==> config.mk <==
export PLATFORM = sky130hd
export DESIGN_NAME = fetch_unit
export DESIGN_NICKNAME = d
export VERILOG_FILES = /design/src/rtl/fetch_unit.sv
export SDC_FILE = /design/constraint.sdc
export NUM_CORES = 1
export LEC_CHECK = 0
export BUFFER_PORTS_ARGS = -buffer_cell sky130_fd_sc_hd__clkbuf_2
export CAP_MARGIN = 25
export CORE_MARGIN = 2
export CORE_UTILIZATION = 50
export DETAILED_ROUTE_END_ITERATION = 7
export PLACE_DENSITY = 0.9
export SLEW_MARGIN = 5
export SYNTH_ARGS = -nofsm -noshare
export SYNTH_HDL_FRONTEND = slang
export SYNTH_SLANG_ARGS = --single-unit
==> constraint.sdc <==
create_clock -name clk -period 2.59 [get_ports clk]
set_clock_uncertainty 0.15 [all_clocks]
set_input_delay 0.1295 -clock clk [delete_from_list [all_inputs] [get_ports clk]]
set_output_delay 0.1295 -clock clk [all_outputs]
set_load 0.01 [all_outputs]
==> src/rtl/fetch_unit.sv <==
// Instruction-fetch stage: PC, reset/interrupt vector loads, one/two-word instruction assembly.
// Optional interrupt entry is compiled in with `define FETCH_INT_EN.
module fetch_unit #(
  parameter int DATA_W     = 8,
  parameter int RESET_VEC  = 0,
  parameter int INT_VEC    = 1,
  parameter int LONG_MASK  = 'hF0,
  parameter int LONG_MATCH = 'hC0
) (
  input  logic              clk,
  input  logic              rst,
  input  logic              stall,
  input  logic              redirect,
  input  logic [DATA_W-1:0] redirect_addr,
  input  logic              int_req,
  input  logic [DATA_W-1:0] i_data,
  output logic [DATA_W-1:0] i_addr,
  output logic [DATA_W-1:0] ir,
  output logic [DATA_W-1:0] imm,
  output logic              ir_valid,
  output logic              ir_long,
  output logic [DATA_W-1:0] pc_out,
  output logic              int_ack,
  output logic [DATA_W-1:0] ret_pc
);

  localparam logic [1:0] S_RVEC = 2'd0;
  localparam logic [1:0] S_RUN  = 2'd1;
  localparam logic [1:0] S_IMM  = 2'd2;
`ifdef FETCH_INT_EN
  localparam logic [1:0] S_IVEC = 2'd3;
`endif

  localparam logic [DATA_W-1:0] L_RVEC  = DATA_W'(RESET_VEC);
  localparam logic [DATA_W-1:0] L_IVEC  = DATA_W'(INT_VEC);
  localparam logic [DATA_W-1:0] L_MASK  = DATA_W'(LONG_MASK);
  localparam logic [DATA_W-1:0] L_MATCH = DATA_W'(LONG_MATCH);

  logic [1:0]        r_state;
  logic [DATA_W-1:0] r_pc;
  logic [DATA_W-1:0] r_ir;
  logic [DATA_W-1:0] r_imm;
  logic [DATA_W-1:0] r_op;
  logic              r_ir_valid;
  logic              r_ir_long;
  logic              w_is_long;
  logic              w_int_take;

  assign w_is_long = (i_data & L_MASK) == L_MATCH;

  always_comb begin
    i_addr = r_pc;
    if (r_state == S_RVEC) i_addr = L_RVEC;
`ifdef FETCH_INT_EN
    if (r_state == S_IVEC) i_addr = L_IVEC;
`endif
  end

  always_ff @(posedge clk or negedge rst) begin
    if (!rst) begin
      r_state    <= S_RVEC;
      r_pc       <= '0;
      r_ir       <= '0;
      r_imm      <= '0;
      r_op       <= '0;
      r_ir_valid <= 1'b0;
      r_ir_long  <= 1'b0;
    end else if (r_state == S_RVEC) begin
      r_pc    <= i_data;
      r_state <= S_RUN;
    end else if (redirect) begin
      // Redirect wins everywhere else and drops any half-built two-word instruction.
      r_pc       <= redirect_addr;
      r_ir_valid <= 1'b0;
      r_state    <= S_RUN;
    end else if (!stall) begin
      case (r_state)
        S_RUN: begin
          if (w_int_take) begin
            r_ir_valid <= 1'b0;
`ifdef FETCH_INT_EN
            r_state    <= S_IVEC;
`endif
          end else if (w_is_long) begin
            r_op       <= i_data;
            r_ir_valid <= 1'b0;
            r_pc       <= r_pc + DATA_W'(1);
            r_state    <= S_IMM;
          end else begin
            r_ir       <= i_data;
            r_ir_long  <= 1'b0;
            r_ir_valid <= 1'b1;
            r_pc       <= r_pc + DATA_W'(1);
          end
        end
        S_IMM: begin
          r_ir       <= r_op;
          r_imm      <= i_data;
          r_ir_long  <= 1'b1;
          r_ir_valid <= 1'b1;
          r_pc       <= r_pc + DATA_W'(1);
          r_state    <= S_RUN;
        end
`ifdef FETCH_INT_EN
        S_IVEC: begin
          r_pc    <= i_data;
          r_state <= S_RUN;
        end
`endif
        default: r_state <= S_RVEC;
      endcase
    end
  end

`ifdef FETCH_INT_EN
  logic              r_pend;
  logic              r_int_req_d;
  logic              r_int_ack;
  logic [DATA_W-1:0] r_ret_pc;
  logic              w_int_rise;

  assign w_int_rise = int_req & ~r_int_req_d;
  assign w_int_take = (r_state == S_RUN) & r_pend;

  always_ff @(posedge clk or negedge rst) begin
    if (!rst) begin
      r_pend      <= 1'b0;
      r_int_req_d <= 1'b0;
      r_int_ack   <= 1'b0;
      r_ret_pc    <= '0;
    end else begin
      r_int_req_d <= int_req;
      r_int_ack   <= 1'b0;
      if (r_state == S_RUN && !redirect && !stall && r_pend)
        r_ret_pc <= r_pc;
      // A redirect during the vector load keeps the flag so entry is retried.
      if (r_state == S_IVEC && !redirect && !stall) begin
        r_int_ack <= 1'b1;
        r_pend    <= 1'b0;
      end
      if (w_int_rise && r_state != S_RVEC)
        r_pend <= 1'b1;
    end
  end

  assign int_ack = r_int_ack;
  assign ret_pc  = r_ret_pc;
`else
  logic w_unused_int_req;
  assign w_unused_int_req = int_req;
  assign w_int_take       = 1'b0;
  assign int_ack          = 1'b0;
  assign ret_pc           = '0;
`endif

  assign ir       = r_ir;
  assign imm      = r_imm;
  assign ir_valid = r_ir_valid;
  assign ir_long  = r_ir_long;
  assign pc_out   = r_pc;

endmodule

==> flow_metrics.env <==
export IMPL_hold_path_depth=3
export IMPL_die_x_um=66.1
export IMPL_syn_area_mm2=0.00193
export IMPL_maxCapViolations=0
export IMPL_synth_warnings=0
export IMPL_seqCellArea_um2=901
export IMPL_hold_viol=0
export IMPL_place_congestion=0.864
export IMPL_crit_fanout=6
export IMPL_portBuffers=53
export IMPL_synth_area_per_cell_um2=10.7
export IMPL_grt_use_total_pct=22.0
export IMPL_finalMaxSlewViolations=0
export IMPL_cts_made_buffers=5
export IMPL_tightest_slew_ns=0.867
export IMPL_fillers=297
export IMPL_fin_setup_tns_ns=0
export IMPL_ff2ff_setup_slack_ns=0.18
export IMPL_fin_nets=274
export IMPL_rsz0062_at_grt="false"
export IMPL_critPathTopFamily="buffers and inverters"
export IMPL_routed_wl_um=4470
export IMPL_slowest_delay_ns=0.56
export IMPL_multiInputGateArea_um2=932
export IMPL_endpoint_kind="flop"
export IMPL_h_tree_depth=2
export IMPL_critical_path_buf_inv_count=2
export IMPL_grt_antenna_before_repair=0
export IMPL_cts_sinks=36
export IMPL_p_leak_uw=0.00118
export IMPL_peakVddDrop_mv=0.593
export IMPL_power_density_mw_per_mm2=966
export IMPL_layout_drive_gt1_share_pct=32.7
export IMPL_synth_cells=181
export IMPL_layout_min_cycle_time_ns=2.41
export IMPL_grt_pass1_wl_um=7040
export IMPL_dieArea_mm2=0.00437
export IMPL_rr_endpoint="pc_out[0]$_DFFE_PN0P_"
export IMPL_antenna_cells=0
export IMPL_startpoint_type="flop"
export IMPL_clock_path_buffers=2
export IMPL_holdCritStartpoint="i_data[6]"
export IMPL_rows=22
export IMPL_path_cells="inv_1 > ha_1 > nor2b_2 > xor2_1 > mux2i_1 > o21ai_0 > dlygate4sd3_1"
export IMPL_path_clk_slew_ns=0.07
export IMPL_cts_setup_buffers=0
export IMPL_wl_per_cell_um=15.1
export IMPL_num_vias=1590
export IMPL_hold_end="pc_out[6]$_DFFE_PN0P_"
export IMPL_ant_nets=0
export IMPL_power_uw=2350
export IMPL_syn_to_final_growth_pct=25.9
export IMPL_worst_hold_path_type="in -> reg"
export IMPL_r2r_start="r_state[0]$_DFFE_PN0P_"
export IMPL_final_min_period_over_clock_period_pct=93.0
export IMPL_cts_tree="done"
export IMPL_drc=0
export IMPL_die_h_um=66.1
export IMPL_dp_hpwl_um=3110
export IMPL_cp_data_arrival_time_ns=2.48
export IMPL_fmax_mhz=415
export IMPL_design_core_area_mm2=0.00369
export IMPL_first_pass_iters=4
export IMPL_start_util_pct=52.3
export IMPL_slew_headroom_pct=42.2
export IMPL_worst_setup_path_type="reg -> reg"
export IMPL_utilization_pct=65.9
export IMPL_worst_skew_pair_late_latency_ns=0.29
export IMPL_grt_overflow=0
export IMPL_ios=64
export IMPL_cpMaxStageDelayCell="dlygate4sd3_1"
export IMPL_status="completed"
export IMPL_drt_iter0_markers=85
export IMPL_ys_types=40
export IMPL_ys_ff_latch=36
export IMPL_grt_pass1_vias=1489
export IMPL_rr_worst_depth=7
export IMPL_synth_seq_area_share_pct=46.7
export IMPL_vias_per_cell=5.37
export IMPL_required_ns=2.66
export IMPL_root_buffer="clkbuf_8"
export IMPL_setup_viol=0
export IMPL_holdWs_ns=0.0251
export IMPL_grt_max_degree=37
stage by stage:
step	cell area, um^2	instances	setup WS [ns]
6_report	2430	296	0.180
3_5_place_dp	2200	276	0.260
5_1_grt	2430	296	0.0283
2_1_floorplan	1960	189	0.393
3_3_place_gp	2200	276	0.396
4_1_cts	2420	295	0.161
worst max-delay path by stage:
| stage | from | end | depth (start not counted) |
|---|---|---|---|
| global placement | r_state[0]$_DFFE_PN0P_ | imm[3]$_DFFE_PN0P_ | 6 |
| finish | r_state[0]$_DFFE_PN0P_ | pc_out[0]$_DFFE_PN0P_ | 7 |
| floorplan | r_state[0]$_DFFE_PN0P_ | ir_long$_DFFE_PN0P_ | 6 |
| global route | r_state[0]$_DFFE_PN0P_ | pc_out[0]$_DFFE_PN0P_ | 7 |
| CTS | r_state[0]$_DFFE_PN0P_ | pc_out[0]$_DFFE_PN0P_ | 7 |
| detailed placement | r_state[0]$_DFFE_PN0P_ | imm[0]$_DFFE_PN0P_ | 6 |
final cells by class:
type | count | area share, %
Multi-Input combinational cell | 130 | 38.3
Sequential cell | 36 | 37.1
Inverter | 6 | 0.926
Timing Repair Buffer | 68 | 16.8
Clock inverter | 2 | 1.44
Clock buffer | 6 | 2.99
Tap cell | 48 | 2.47
sequential cells by signal (all words and copies together) (netlist names):
signal and flops:
r_op 8, pc_out 8, r_state 2, imm 8, ir_valid 1, ir_long 1, ir 8
layout by cell type, fill, tap and decap left out, drive strengths merged:
cell type / synthesis / routed
clkbuf: 5 / 59
dfrtp: 36 / 36
nor2: 16 / 16
mux2: 14 / 14
dlygate4sd3: 0 / 12
a21oi: 12 / 12
mux2i: 10 / 10
nor2b: 10 / 10
conb: 1 / 9
o21ai: 7 / 7
inv: 6 / 6
ha: 6 / 6
nand2: 5 / 5
nand3: 4 / 4
and2: 3 / 3
nand4: 3 / 3
xor2: 3 / 3
a22oi: 3 / 3
nand3b: 3 / 3
nor3: 3 / 3
buf: 12 / 3
a22o: 2 / 2
nand2b: 2 / 2
xnor2: 2 / 2
or2: 1 / 1
and3: 1 / 1
nor4: 1 / 1
and4bb: 1 / 1
nand4b: 1 / 1
or4: 1 / 1
a2111oi: 1 / 1
nand4bb: 1 / 1
a32oi: 1 / 1
o21a: 1 / 1
a211oi: 1 / 1
o221ai: 1 / 1
o2bb2ai: 1 / 1
clkinv: 0 / 1
bufinv: 0 / 1
power by group:
group          switching [uW]  internal (uW)  total [uW]
Sequential                179            741         920
Clock                     191            285         476
Combinational             517            434         951
Total                     887           1460        2350
per-layer routing:
| metal | vias to the layer above | global-route usage (%) | part of all wire [%] |
|---|---|---|---|
| li1 | 747 | - | - |
| met1 | 765 | 26.4 | 40 |
| met2 | 71 | 37.9 | 51 |
| met3 | 7 | 4.60 | 6.7 |
| met4 | 0 | 9.95 | 1.8 |
| met5 | - | 0 | 0 |
synthesized netlist by cell type (all sizes together):
cell | number | area, um^2
nand3b | 3 | 22.5
o21a | 1 | 7.51
nor3 | 3 | 15.0
a22o | 2 | 17.5
and2 | 3 | 18.8
xor2 | 3 | 26.3
o2bb2ai | 1 | 8.76
a21oi | 12 | 67.6
o221ai | 1 | 8.76
and4bb | 1 | 12.5
a2111oi | 1 | 27.5
nand4bb | 1 | 11.3
mux2 | 14 | 158
inv | 6 | 22.5
clkbuf | 5 | 18.8
nor2b | 10 | 62.6
a211oi | 1 | 7.51
buf | 12 | 88.8
o21ai | 7 | 35.0
nand2b | 2 | 12.5
or2 | 1 | 6.26
a22oi | 3 | 22.5
or4 | 1 | 7.51
conb | 1 | 3.75
ha | 6 | 75.1
nor2 | 16 | 60.1
mux2i | 10 | 100
nand2 | 5 | 18.8
nand4 | 3 | 18.8
nor4 | 1 | 6.26
and3 | 1 | 6.26
dfrtp | 36 | 901
xnor2 | 2 | 17.5
nand4b | 1 | 8.76
nand3 | 4 | 20.0
a32oi | 1 | 8.76
cells by family after synthesis:
kind of cell / after synthesis / synth area share (%)
other: 1 / 0.194
flip-flops: 36 / 46.7
adder cells (fa/ha/maj): 6 / 3.89
AO/OA/AOI/OAI: 30 / 11.0
buffers and inverters: 23 / 6.74
multiplexers: 24 / 13.4
AND/OR/NAND/NOR: 56 / 15.9
XOR/XNOR: 5 / 2.27
worst min-delay path: cells and delay by family:
family                 cells  cell delay, ns
buffers and inverters      1            0.15
AND/OR/NAND/NOR            1            0.07
AO/OA/AOI/OAI              1            0.07
repair_timing:
item / in CTS / in global routing
hold buffers: 11 / 1
hold endpoints to repair: 50 / 1
resized for setup: 0 / 1
endpoints found under the setup margin: 0 / 1
Note: power is estimated with default switching activity, not from simulation.
